### src/rtl/mem_access_ctrl.sv
// mem_access_ctrl
//   Drives the word-organised, big-endian data memory on behalf of the MEM
//   pipeline stage. Accepts one load/store at a time through a valid/ready
//   handshake. Sub-word stores are done as read-modify-write. Loads return
//   the addressed lane, right-justified and sign- or zero-extended. Every
//   request ends with a single-cycle response pulse.
//
//   Build option: MEM_CTRL_SUBWORD_EN
//     defined   - byte and halfword loads/stores are supported.
//     undefined - only word accesses are legal; byte/halfword sizes are
//                 reported as errors, and the merge and extract logic is
//                 not built.
//
//   Ports
//     clk, rst                    clock, synchronous active-high reset
//     req_valid / req_ready       request handshake (ready only in IDLE)
//     req_write, req_size,        request fields; size 00 byte, 01 half,
//     req_signed, req_addr,       10 word, 11 reserved
//     req_wdata
//     resp_valid, resp_err,       one-cycle completion pulse with status and
//     resp_rdata                  load data (rdata is 0 for stores/errors)
//     mem_readEn, mem_writeEn,    memory strobes, word-aligned address and
//     mem_address, mem_dataIn     write word (address/data 0 when idle)
//     mem_dataOut                 combinational read word from memory
module mem_access_ctrl #(
  parameter int ADDR_W    = 32,
  parameter int MEM_BYTES = 1024
) (
  input  logic              clk,
  input  logic              rst,
  input  logic              req_valid,
  output logic              req_ready,
  input  logic              req_write,
  input  logic [1:0]        req_size,
  input  logic              req_signed,
  input  logic [ADDR_W-1:0] req_addr,
  input  logic [31:0]       req_wdata,
  output logic              resp_valid,
  output logic              resp_err,
  output logic [31:0]       resp_rdata,
  output logic              mem_writeEn,
  output logic              mem_readEn,
  output logic [ADDR_W-1:0] mem_address,
  output logic [31:0]       mem_dataIn,
  input  logic [31:0]       mem_dataOut
);

  typedef enum logic [1:0] {
    ST_IDLE  = 2'd0,
    ST_READ  = 2'd1,
    ST_WRITE = 2'd2,
    ST_RESP  = 2'd3
  } state_t;

  localparam logic [1:0] SZ_BYTE = 2'b00;
  localparam logic [1:0] SZ_HALF = 2'b01;
  localparam logic [1:0] SZ_WORD = 2'b10;
  localparam logic [ADDR_W-1:0] MEM_LIMIT = ADDR_W'(MEM_BYTES);

  state_t            state_reg, state_next;
  logic [ADDR_W-1:0] addr_reg;
  logic              write_reg;
  logic              err_reg;
  logic [31:0]       wdata_reg;
  logic [31:0]       word_reg;     // word captured at the end of READ
  logic              req_err;
  logic              accept;
  logic [31:0]       store_word;   // word presented during WRITE
  logic [31:0]       load_word;    // extended load result

  assign accept = req_valid & (state_reg == ST_IDLE);

  // Request legality, evaluated on the live request inputs in IDLE.
  always_comb begin
    req_err = 1'b0;
    if (req_addr >= MEM_LIMIT) begin
      req_err = 1'b1;
    end
    case (req_size)
      SZ_WORD: if (req_addr[1:0] != 2'b00) req_err = 1'b1;
`ifdef MEM_CTRL_SUBWORD_EN
      SZ_HALF: if (req_addr[0]) req_err = 1'b1;
      SZ_BYTE: ;
`else
      SZ_HALF, SZ_BYTE: req_err = 1'b1;
`endif
      default: req_err = 1'b1;
    endcase
  end

  // State register.
  always_ff @(posedge clk) begin
    if (rst) begin
      state_reg <= ST_IDLE;
    end else begin
      state_reg <= state_next;
    end
  end

  // Request latch and read-word capture. Inputs are ignored outside IDLE.
  always_ff @(posedge clk) begin
    if (rst) begin
      addr_reg  <= '0;
      write_reg <= 1'b0;
      err_reg   <= 1'b0;
      wdata_reg <= '0;
      word_reg  <= '0;
    end else begin
      if (accept) begin
        addr_reg  <= req_addr;
        write_reg <= req_write;
        err_reg   <= req_err;
        wdata_reg <= req_wdata;
      end
      if (state_reg == ST_READ) begin
        word_reg <= mem_dataOut;
      end
    end
  end

`ifdef MEM_CTRL_SUBWORD_EN
  logic [1:0] size_reg;
  logic       signed_reg;
  logic [7:0] rd_byte [4];
  logic [31:0] merge_word;

  always_ff @(posedge clk) begin
    if (rst) begin
      size_reg   <= 2'b00;
      signed_reg <= 1'b0;
    end else if (accept) begin
      size_reg   <= req_size;
      signed_reg <= req_signed;
    end
  end

  // Byte lane gi sits at bits [31-8*gi -: 8] (big-endian within the word).
  // A halfword covers lanes {0,1} or {2,3}; its high byte is the even lane.
  for (genvar gi = 0; gi < 4; gi++) begin : g_lane
    localparam logic [1:0] LANE = 2'(gi);
    logic       lane_hit;
    logic [7:0] new_byte;

    assign rd_byte[gi] = word_reg[31-8*gi -: 8];
    assign lane_hit = (size_reg == SZ_HALF) ? (addr_reg[1] == LANE[1])
                                            : (addr_reg[1:0] == LANE);
    assign new_byte = (size_reg == SZ_HALF && !LANE[0]) ? wdata_reg[15:8]
                                                        : wdata_reg[7:0];
    assign merge_word[31-8*gi -: 8] = lane_hit ? new_byte : rd_byte[gi];
  end

  assign store_word = (size_reg == SZ_WORD) ? wdata_reg : merge_word;

  always_comb begin
    logic [7:0]  sel_byte;
    logic [15:0] sel_half;
    sel_byte  = rd_byte[addr_reg[1:0]];
    sel_half  = addr_reg[1] ? word_reg[15:0] : word_reg[31:16];
    load_word = word_reg;
    case (size_reg)
      SZ_BYTE: load_word = {{24{signed_reg & sel_byte[7]}}, sel_byte};
      SZ_HALF: load_word = {{16{signed_reg & sel_half[15]}}, sel_half};
      default: load_word = word_reg;
    endcase
  end
`else
  // Word-only build: the low address bits and the extension flag carry no
  // information once a request has been judged legal.
  logic unused_nosub;
  assign unused_nosub = &{1'b0, req_signed, addr_reg[1:0]};

  assign store_word = wdata_reg;
  assign load_word  = word_reg;
`endif

  // Next state and outputs.
  always_comb begin
    state_next  = state_reg;
    req_ready   = 1'b0;
    resp_valid  = 1'b0;
    resp_err    = 1'b0;
    resp_rdata  = '0;
    mem_readEn  = 1'b0;
    mem_writeEn = 1'b0;
    mem_address = '0;
    mem_dataIn  = '0;
    case (state_reg)
      ST_IDLE: begin
        req_ready = 1'b1;
        if (req_valid) begin
          if (req_err) begin
            state_next = ST_RESP;
          end else if (req_write && req_size == SZ_WORD) begin
            state_next = ST_WRITE;
          end else begin
            // Loads, and sub-word stores that need the old word first.
            state_next = ST_READ;
          end
        end
      end
      ST_READ: begin
        mem_readEn  = 1'b1;
        mem_address = {addr_reg[ADDR_W-1:2], 2'b00};
`ifdef MEM_CTRL_SUBWORD_EN
        state_next  = write_reg ? ST_WRITE : ST_RESP;
`else
        state_next  = ST_RESP;
`endif
      end
      ST_WRITE: begin
        // A reset landing on this cycle must not commit the store.
        if (!rst) begin
          mem_writeEn = 1'b1;
          mem_address = {addr_reg[ADDR_W-1:2], 2'b00};
          mem_dataIn  = store_word;
        end
        state_next = ST_RESP;
      end
      ST_RESP: begin
        resp_valid = 1'b1;
        resp_err   = err_reg;
        resp_rdata = (err_reg || write_reg) ? 32'h0 : load_word;
        state_next = ST_IDLE;
      end
      default: state_next = ST_IDLE;
    endcase
  end

endmodule

### config.mk
export PLATFORM = sky130hd
export DESIGN_NAME = mem_access_ctrl
export DESIGN_NICKNAME = d
export VERILOG_FILES = /design/src/rtl/mem_access_ctrl.sv
export SDC_FILE = /design/constraint.sdc
export NUM_CORES = 1
export LEC_CHECK = 0
export ABC_AREA = 1
export CAP_MARGIN = 20
export CORE_MARGIN = 2
export CORE_UTILIZATION = 38
export DETAILED_ROUTE_END_ITERATION = 10
export GPL_ROUTABILITY_DRIVEN = 0
export PLACE_DENSITY = 0.87
export SLEW_MARGIN = 20
export SYNTH_ARGS = -nofsm -noshare
export SYNTH_HDL_FRONTEND = slang
export SYNTH_SLANG_ARGS = --single-unit
### constraint.sdc
create_clock -name clk -period 1.45 [get_ports clk]
set_input_delay 0.29 -clock clk [delete_from_list [all_inputs] [get_ports clk]]
set_output_delay 0.29 -clock clk [all_outputs]
set_load 0.005 [all_outputs]
==> results of run 1 <==
routing by layer:
| layer | part of all wire, % | up-vias | GRT usage, % | wire, um |
|---|---|---|---|---|
| li1 | - | 2492 | - | - |
| met2 | 52 | 212 | 40.4 | 8710 |
| met4 | 2.7 | 0 | 8.07 | 449 |
| met1 | 40 | 2473 | 28.3 | 6710 |
| met3 | 5.8 | 41 | 4.14 | 968 |
| met5 | 0 | - | 0 | 0 |
worst max-delay path, stage by stage (launching register included):
cell and delay, ps:
dfxtp_4 360, buf_6 110, ha_4 150, inv_4 50, nor2_4 40, nor2_4 160
buf_6 140, buf_6 110, buf_6 100, nor2_2 30, buf_2 120
cell families (layout without fill, tap and decap cells):
kind of cell,Yosys count,after routing,synth area share [%]
and+or+nand+nor,332,332,28.5
buffers and inverters,110,359,10.6
AOI/OAI and AO/OA,101,101,15.3
DFF,98,98,44.4
adders and majority gates,4,4,1.13
other,1,2,0.0848
placed cells by master, fill, tap and decap left out, types with 2 or more instances in the layout:
master	count
nand3_1	2
inv_1	54
conb_1	2
nor2_1	128
bufinv_16	3
buf_4	33
nand2_1	113
nand2_4	33
a211oi_1	34
a21oi_1	17
buf_6	24
clkbuf_1	2
clkdlybuf4s15_2	6
inv_6	3
dfxtp_1	96
a21oi_2	34
nand2_2	26
ha_4	4
buf_12	15
clkdlybuf4s50_1	100
dlygate4sd2_1	23
buf_16	7
clkbuf_2	4
buf_8	3
nor2_4	15
dfxtp_4	2
nor2_2	12
buf_2	62
a211oi_2	14
clkbuf_16	14
final timing paths:
path	slack (ps)	to	from
max reg2reg	-70	load_word[15]$_SDFFE_PP0P_	state_reg[1]$_SDFFE_PP0P_
max	-550	mem_address[12]	state_reg[1]$_SDFFE_PP0P_
min	460	store_word[5]$_SDFFE_PP0P_	store_word[5]$_SDFFE_PP0P_
min reg2reg	460	store_word[5]$_SDFFE_PP0P_	store_word[5]$_SDFFE_PP0P_
per-stage QoR:
step	cell area [um^2]	worst slack (ps)	power [mW]	utilization (%)	TNS [ps]
after floorplan	4420	-19.1	5.80	-	-574
after global placement	6800	-492	7.42	59.8	-42480
after detailed placement	6800	-523	7.53	59.8	-46980
after CTS	7590	-561	12.4	66.8	-47050
after global routing	8200	-645	14.0	72.1	-52480
final	8200	-551	13.4	72.1	-44420
cell usage after synthesis:
master	number
nor2_2	1
a211oi_2	10
nand4_1	1
or2_1	1
clkbuf_1	13
o21ai_0	2
nand2_2	1
buf_1	5
a21oi_1	51
dfxtp_1	98
nand2_1	172
buf_2	28
buf_6	2
ha_1	4
nor2_1	154
buf_4	2
conb_1	1
inv_1	59
nand3_1	2
inv_2	1
a211oi_1	38
where the power goes:
group	switching [mW]	internal [mW]	total, mW
clock	1.02	1.74	2.76
sequential	0.354	3.33	3.68
combinational	3.51	3.43	6.94
total	4.89	8.49	13.4
repair_timing:
action / in CTS / in global routing
endpoints found under the setup margin: 133 / 193
pin swaps: 16 / 69
buffers inserted: 24 / 9
hold endpoints to repair: 0 / 0
cloned: 11 / 5
resized for setup: 349 / 224
hold buffers: 0 / 0
cell type report:
cell class              count  area (um^2)
flip-flops and latches     98         1970
clock inverters             4         98.8
multi-input cells         439         2660
inverters                  60          255
clock buffers              12          246
well taps                 143          179
repair buffers            283         2790
fillers                   848         3170
==> summary.md, run 1 <==
| Metric | Value |
|---|---|
| Mapped cell area | 4420 um^2 |
| Total CTS buffers | 9 |
| R2R depth | 9 |
| Global-route wire length before repair | 23,500 um |
| VDD IR max | 0.992 mV |
| Largest net degree at the start of global routing | 99 |
| Layout cell share with drive strength beyond 1 | 35.8% |
| Status | finished, violations left |
| N_diodes | 0 |
| IO Count | 204 |
| Final period utilization | 138% |
| WS Path Type | reg2out |
| Hold Violations, Final | 0 |
| YS warnings | 0 |
| H-tree Lvls | 3 |
| Post-synth top area share | 44.4% |
| Worst slew margin | 35.0% |
| P_leak | 3.62 nW |
| DRC violations left | 0 |
| Via count | 5,218 |
| Gr usage total | 23.0% |
| Clock Sinks | 98 |
| Clock skew | 6.39 ps |
| Crit path time final | 2000 ps |
| Area leader, netlist | dfxtp_1 |
| RSZ-0062 raised after global routing | yes |
| CP max FO | 5 |
| Pwr Density | 1630 nW/um^2 |
| Filler-free cell count of the finished design | 1,039 |
| Yosys cell types | 21 |
| Crit start category | register |
| Slew Viols, Final | 0 |
| Die ar. | 12,500 um^2 |
| Vias in the first global route | 4,780 |
| Core box area | 11,400 um^2 |
| NumNets Final | 998 |
| Worst endpoint required time | 1160 ps |
| DRT antenna net count | 0 |
| Max Freq | 500 MHz |
| Worst-Margin Slew | 976 ps |
| Dominant cells by area after synthesis | dfxtp_1 44%, nand2_1 15%, nor2_1 13% |
| Min-Delay Path Class | reg2reg |
| Final WL | 16,800 um |
| Clk slew on worst S/H paths | 70 ps |
| Maxcap violations | 0 |
| Initial Util | 38.9% |
| Hold path cells | 2 |
| CP endpoint kind | output pin |
| Syn_area_per_cell | 6.84 um^2 |
| Mapped Cells | 646 |
| HPWL Detailed | 8850 um |
| Die X | 112 um |
| Violated checks | setup timing |
| Tightest hold margin | 464 ps |
| Area growth syn-to-layout | 85.6% |
| FP Rows | 39 |
| WL per Instance | 16.2 um |
| Crit path setup slack, layout | -551 ps |
| Vias per cell | 5.02 |
| Drt first-iter violations | 414 |
| CP arrival | 1710 ps |
| Setup Viol. Count Final | 123 |
| Placed cell count | 982 |
| Drt first pass iters | 5 |
| Antenna violations before repair | 0 |
| Remaining global-route overflow | 0 |
| TritonCTS clock tree | built |
| Port Buffers | 200 |
| CTS Root Cell | clkbuf_16 |
| Seq/Total Area, Yosys | 44.4% |
| Die Height | 112 um |
| Max Root-Sink Buffers | 2 |
| Worst-Skew Late Latency | 340 ps |
| Synthesized flop and latch total | 98 |
No activity file was read; power rests on OpenSTA's default activity.
==> run 2, diff against run 1 <==
--- a/config.mk
+++ b/config.mk
@@ -12,6 +12,7 @@
 export DETAILED_ROUTE_END_ITERATION = 10
 export GPL_ROUTABILITY_DRIVEN = 0
 export PLACE_DENSITY = 0.87
+export SETUP_SLACK_MARGIN = 0.4
 export SLEW_MARGIN = 20
 export SYNTH_ARGS = -nofsm -noshare
 export SYNTH_HDL_FRONTEND = slang
==> run 2 against run 1 <==
  * The run still ends with setup timing left
  * Global-route usage is 1.9 points higher
  * Die area unchanged
  * Setup slack gained 6.7 ps
  * Combinational power up 20%
  * Final area rose by 11%
  * First-iteration DRC count is 41% lower
  * Register-to-register slack lost 170 ps
  * Non-clock buffer count rose by 27
  * Largest power group unchanged
  * Highest routed layer unchanged
==> summary.md, run 2 (same netlist as run 1, synthesis figures left out) <==
| Metric | Value |
|---|---|
| Area growth syn-to-layout | 107% |
| Max Root-Sink Buffers | 2 |
| R2R depth | 10 |
| Die X | 112 um |
| IO Count | 204 |
| Multi-input logic area | 3190 um^2 |
| Clock Sinks | 98 |
| Max Freq | 502 MHz |
| CTS Root Cell | clkbuf_16 |
| Critical R2R Launch | state_reg[0]$_SDFFE_PP0P_ |
| Gr usage total | 24.9% |
| Storage cell area | 1970 um^2 |
| Placed cell count | 983 |
| Crit path setup slack, layout | -544 ps |
| Via count | 5,352 |
| Most frequent cells in the layout | 109 x nand2_1, 99 x clkdlybuf4s50_1, 96 x dfxtp_1 |
| Worst-Skew Late Latency | 340 ps |
| N_diodes | 0 |
| Final WL | 17,900 um |
| Fill cell count | 705 |
| Remaining global-route overflow | 0 |
| VDD IR max | 1.14 mV |
| Largest net degree at the start of global routing | 99 |
| DRT antenna net count | 0 |
| Slew Viols, Final | 0 |
| Tightest hold margin | 467 ps |
| Crit start category | register |
| HPWL Detailed | 8780 um |
| H-tree Lvls | 3 |
| CP max FO | 7 |
| Worst slew margin | 26.2% |
| Commonest non-fill, non-tap cell in the layout | nand2_1 |
| Final period utilization | 138% |
| Worst R2R End | load_word[8]$_SDFFE_PP0P_ |
| Total CTS buffers | 9 |
| Die ar. | 12,500 um^2 |
| Fin Setup TNS | -48,490 ps |
| Worst setup path end | mem_address[2] |
| Clock skew | 10.4 ps |
| Pwr Density | 1600 nW/um^2 |
| Worst endpoint required time | 1160 ps |
| CP endpoint kind | output pin |
| Global-route wire length before repair | 25,500 um |
| Crit path time final | 1990 ps |
| Port Buffers | 200 |
| CP arrival | 1700 ps |
| Setup Viol. Count Final | 139 |
| Drt first pass iters | 4 |
| P_leak | 3.83 nW |
| Drt first-iter violations | 245 |
| Core box area | 11,400 um^2 |
| Violated checks | setup timing |
| WL per Instance | 16.7 um |
| Worst Min Path Start | load_word[20]$_SDFFE_PP0P_ |
| Hold Violations, Final | 0 |
| RSZ-0062 raised after global routing | yes |
| Maxcap violations | 0 |
| Worst-Margin Slew | 1110 ps |
| NumNets Final | 1,028 |
| Clk slew on worst S/H paths | 80 ps |
| DRC violations left | 0 |
| TritonCTS clock tree | built |
| Design area | 9130 um^2 |
| WS Path Type | reg2out |
| Vias per cell | 5.01 |
| Status | finished, violations left |
| Flop-to-flop setup slack | -240 ps |
| Die Height | 112 um |
| Antenna violations before repair | 0 |
| Filler-free cell count of the finished design | 1,069 |
| Min-Delay Path Class | reg2reg |
| Placed Area | 6970 um^2 |
| Vias in the first global route | 5,191 |
| Critical Path Source | state_reg[0]$_SDFFE_PP0P_ |
| FP Rows | 39 |
| Initial Util | 38.9% |
| Layout cell share with drive strength beyond 1 | 53.1% |
==> run 2: cell count changes in the layout (fill, tap and decap cells not counted), moves of 22 or more <==
| cell | delta |
|---|---|
| buf_2 | +33 |
| nor2_2 | +45 |
| dlygate4sd2_1 | -22 |
| nor2_1 | -75 |
| a211oi_1 | -29 |
| nor2_4 | +31 |
| a211oi_2 | +29 |
==> run 2: per-stage QoR <==
step                      worst slack (ps)  power (mW)  utilization (%)
after global placement                -555        7.72             61.3
after CTS                             -498        13.1             71.8
after floorplan                        144        6.55                -
after detailed placement              -631        7.81             61.3
final                                 -544        14.6             80.3
after global routing                  -596        15.3             80.3
==> run 2: cell type report <==
type	count	area share, %
Inverter	60	2.82
Sequential cell	98	21.6
Clock buffer	11	2.77
Clock inverter	5	0.685
Timing Repair Buffer	310	35.1
Tap cell	143	1.96
Timing Repair inverter	1	0.178
Multi-Input combinational cell	441	34.9
==> run 2: worst max-delay path, cell delays in order (launching register included) <==
cell and delay [ps]:
dfxtp_4 370, inv_4 50, ha_4 150, inv_2 70
nor2_4 50, buf_12 120, buf_12 120, nor2_4 140
buf_6 150, nor2_2 40, buf_2 120
==> run 2: repair_timing <==
action                                 CTS  global route
pin swaps                               48            52
endpoints found under the hold margin    0             0
cloned                                  21             2
setup endpoints to repair              197           197
setup buffers                           34            13
hold buffers                             0             0
resized for setup                      540           212
==> run 2: worst min path at each step <==
stage,endpoint,slack [ps],cells past startpoint
3_5_place_dp,load_word[7]$_SDFFE_PP0P_,450,2
6_report,load_word[20]$_SDFFE_PP0P_,470,2
3_3_place_gp,load_word[26]$_SDFFE_PP0P_,450,2
5_1_grt,load_word[20]$_SDFFE_PP0P_,480,2
2_1_floorplan,load_word[15]$_SDFFE_PP0P_,430,2
4_1_cts,load_word[7]$_SDFFE_PP0P_,460,2
==> run 2: report_power, final <==
part | switching, mW | leakage [nW] | internal (mW)
logic | 3.99 | 2.88 | 4.37
registers | 0.404 | 0.807 | 3.33
clock network | 1.08 | 0.148 | 1.44
total | 5.48 | 3.83 | 9.14
==> run 2: metal layers <==
layer	GRT usage, %	routed length [um]	share of wire, %	vias up
met1	29.4	6850	38	2536
met5	0	0	0	-
met4	7.41	422	2.4	0
met2	45.6	9630	54	217
met3	4.68	954	5.3	39
li1	-	-	-	2560
==> run 3, diff against run 2 <==
--- a/config.mk
+++ b/config.mk
@@ -11,6 +11,7 @@
 export CORE_UTILIZATION = 38
 export DETAILED_ROUTE_END_ITERATION = 10
 export GPL_ROUTABILITY_DRIVEN = 0
+export MAX_ROUTING_LAYER = met4
 export PLACE_DENSITY = 0.87
 export SETUP_SLACK_MARGIN = 0.4
 export SLEW_MARGIN = 20
==> run 3 against run 2 <==
  * The flow still finishes with violations (setup timing)
  * Clock power barely moved
  * Setup slack better by 12 ps
  * Cell count fell by 0.19%
  * Fmax is 0.61% higher
  * Clock skew increased by 2.4 ps
  * First-iteration DRC count rose by 11%
  * Combinational power decreased by 2%
  * Sequential power is essentially flat
  * Via count is 0.24% higher
  * Final area is 1.5% lower
  * Sequential cell count did not move
  * Hold slack improved by 1.0 ps
  * Critical endpoint is now mem_address[13]
  * Largest cell class unchanged
==> summary.md, run 3 (same netlist as run 1, synthesis figures left out) <==
| Metric | Value |
|---|---|
| Layout cell share with drive strength beyond 1 | 51.1% |
| Die ar. | 12,500 um^2 |
| Final period utilization | 137% |
| CP max FO | 7 |
| Crit path time final | 1980 ps |
| HPWL Detailed | 8780 um |
| Setup Viol. Count Final | 142 |
| Clock Sinks | 98 |
| Remaining global-route overflow | 0 |
| Max Freq | 505 MHz |
| Slowest Stage Delay on Critical Path | 370 ps |
| CP arrival | 1690 ps |
| Via count | 5,365 |
| Placed Area | 6970 um^2 |
| IO Count | 204 |
| Final WL | 17,600 um |
| Die X | 112 um |
| Hold Violations, Final | 0 |
| Status | finished, violations left |
| Slew Viols, Final | 0 |
| N_diodes | 0 |
| WP buf/inv | 6 |
| Drt first pass iters | 5 |
| CP max stage cell | dfxtp_4 |
| Design area | 9000 um^2 |
| WP depth | 10 |
| TritonCTS clock tree | built |
| Global-route wire length before repair | 25,600 um |
| Commonest non-fill, non-tap cell in the layout | nand2_1 |
| H-tree Lvls | 3 |
| Vias in the first global route | 5,174 |
| Max Root-Sink Buffers | 2 |
| Worst-path cell chain | inv_4 > ha_4 > inv_2 > nor2_4 > buf_12 > buf_12 > nor2_4 > buf_6 > nor2_1 > buf_2 |
| Largest net degree at the start of global routing | 99 |
| Worst Min Path Start | load_word[8]$_SDFFE_PP0P_ |
| DRC violations left | 0 |
| FP Rows | 39 |
| CP endpoint kind | output pin |
| Worst slew margin | 26.3% |
| WL per Instance | 16.5 um |
| Flop-to-flop setup slack | -90 ps |
| Worst-Margin Slew | 1110 ps |
| Critical Path Source | state_reg[0]$_SDFFE_PP0P_ |
| WS Path Type | reg2out |
| Worst setup path end | mem_address[13] |
| Min-Delay Path Class | reg2reg |
| Crit start category | register |
| Total CTS buffers | 9 |
| Core box area | 11,400 um^2 |
| CTS Root Cell | clkbuf_16 |
| Final Power | 14.4 mW |
| Worst R2R End | load_word[14]$_SDFFE_PP0P_ |
| NumNets Final | 1,026 |
| Top Family by Delay on Critical Path | buffers and inverters |
| Antenna violations before repair | 0 |
| DRT antenna net count | 0 |
| Maxcap violations | 0 |
| Clock skew | 12.8 ps |
| Area growth syn-to-layout | 104% |
| P_leak | 3.77 nW |
| VDD IR max | 1.13 mV |
| Gr usage total | 25.7% |
| # hold bufs at CTS | 0 |
| Violated checks | setup timing |
| Worst-Skew Late Latency | 340 ps |
| Pwr Density | 1600 nW/um^2 |
| Initial Util | 38.9% |
| Most frequent cells in the layout | 119 x nand2_1, 99 x clkdlybuf4s50_1, 96 x dfxtp_1 |
| Critical R2R Launch | state_reg[0]$_SDFFE_PP0P_ |
| Die Height | 112 um |
| R2R depth | 9 |
| Port Buffers | 200 |
| Vias per cell | 5.03 |
| Drt first-iter violations | 272 |
| Worst endpoint required time | 1160 ps |
| RSZ-0062 raised after global routing | yes |
| Crit path setup slack, layout | -532 ps |
| Clk slew on worst S/H paths | 70 ps |
==> run 3: cell types whose count changed in the layout (fill, tap and decap cells not counted), moves of 2 or more <==
cell,previous run,this run
nand2_1,109,119
nand2_4,29,20
a21oi_1,9,13
a21oi_2,42,38
nor2_4,46,43
a211oi_1,5,7
a211oi_2,43,41
nor2_1,53,55
==> run 3: layout make-up <==
class                      instances  area [um^2]
timing repair buffer             308         3190
multi-input combinational        441         3080
sequential                        98         1970
timing repair inverter             1         16.3
inverter                          60          258
clock inverter                     5         62.6
clock buffer                      11          253
fill                             728         2370
tap                              143          179
==> run 3: worst reg2reg max path, delay by kind of cell (launching register included) <==
kind	cells	cell delay, ps
and+or+nand+nor	1	60
DFF	1	360
buffers and inverters	6	750
AOI/OAI and AO/OA	1	140
adders and majority gates	1	170
==> run 3: per-stage QoR <==
stage	setup TNS (ps)	std cells	worst slack (ps)	util (%)	hold slack, ps
finish	-42550	1067	-532	79.1	468
global route	-53380	1067	-597	79.1	484
CTS	-40350	1054	-498	71.8	462
detailed placement	-55780	983	-631	61.3	452
global placement	-52540	983	-555	61.3	448
floorplan	0	647	144	-	430
==> run 3: timing repair <==
action	CTS	global route
cloned	21	2
gates resized for setup	540	181
pin swaps	48	41
setup endpoints to repair	197	197
buffers inserted	34	11
endpoints found under the hold margin	0	0
==> run 3: worst min path at each step <==
stage,end,slack [ps],cells past startpoint
2_1_floorplan,load_word[15]$_SDFFE_PP0P_,430,2
3_3_place_gp,load_word[26]$_SDFFE_PP0P_,450,2
3_5_place_dp,load_word[7]$_SDFFE_PP0P_,450,2
4_1_cts,load_word[7]$_SDFFE_PP0P_,460,2
5_1_grt,load_word[1]$_SDFFE_PP0P_,480,2
6_report,load_word[8]$_SDFFE_PP0P_,470,2
==> run 3: per-layer routing <==
| metal | wire length (um) | part of all wire (%) | track usage, % |
|---|---|---|---|
| met5 | 0 | 0 | - |
| met3 | 1030 | 5.8 | 4.84 |
| met1 | 6650 | 38 | 30.1 |
| met4 | 491 | 2.8 | 6.42 |
| met2 | 9410 | 54 | 45.5 |
==> run 3: where the power goes <==
| part | internal (mW) | switching, mW |
|---|---|---|
| clock network | 1.44 | 1.06 |
| logic | 4.28 | 3.89 |
| registers | 3.33 | 0.374 |
| total | 9.05 | 5.33 |
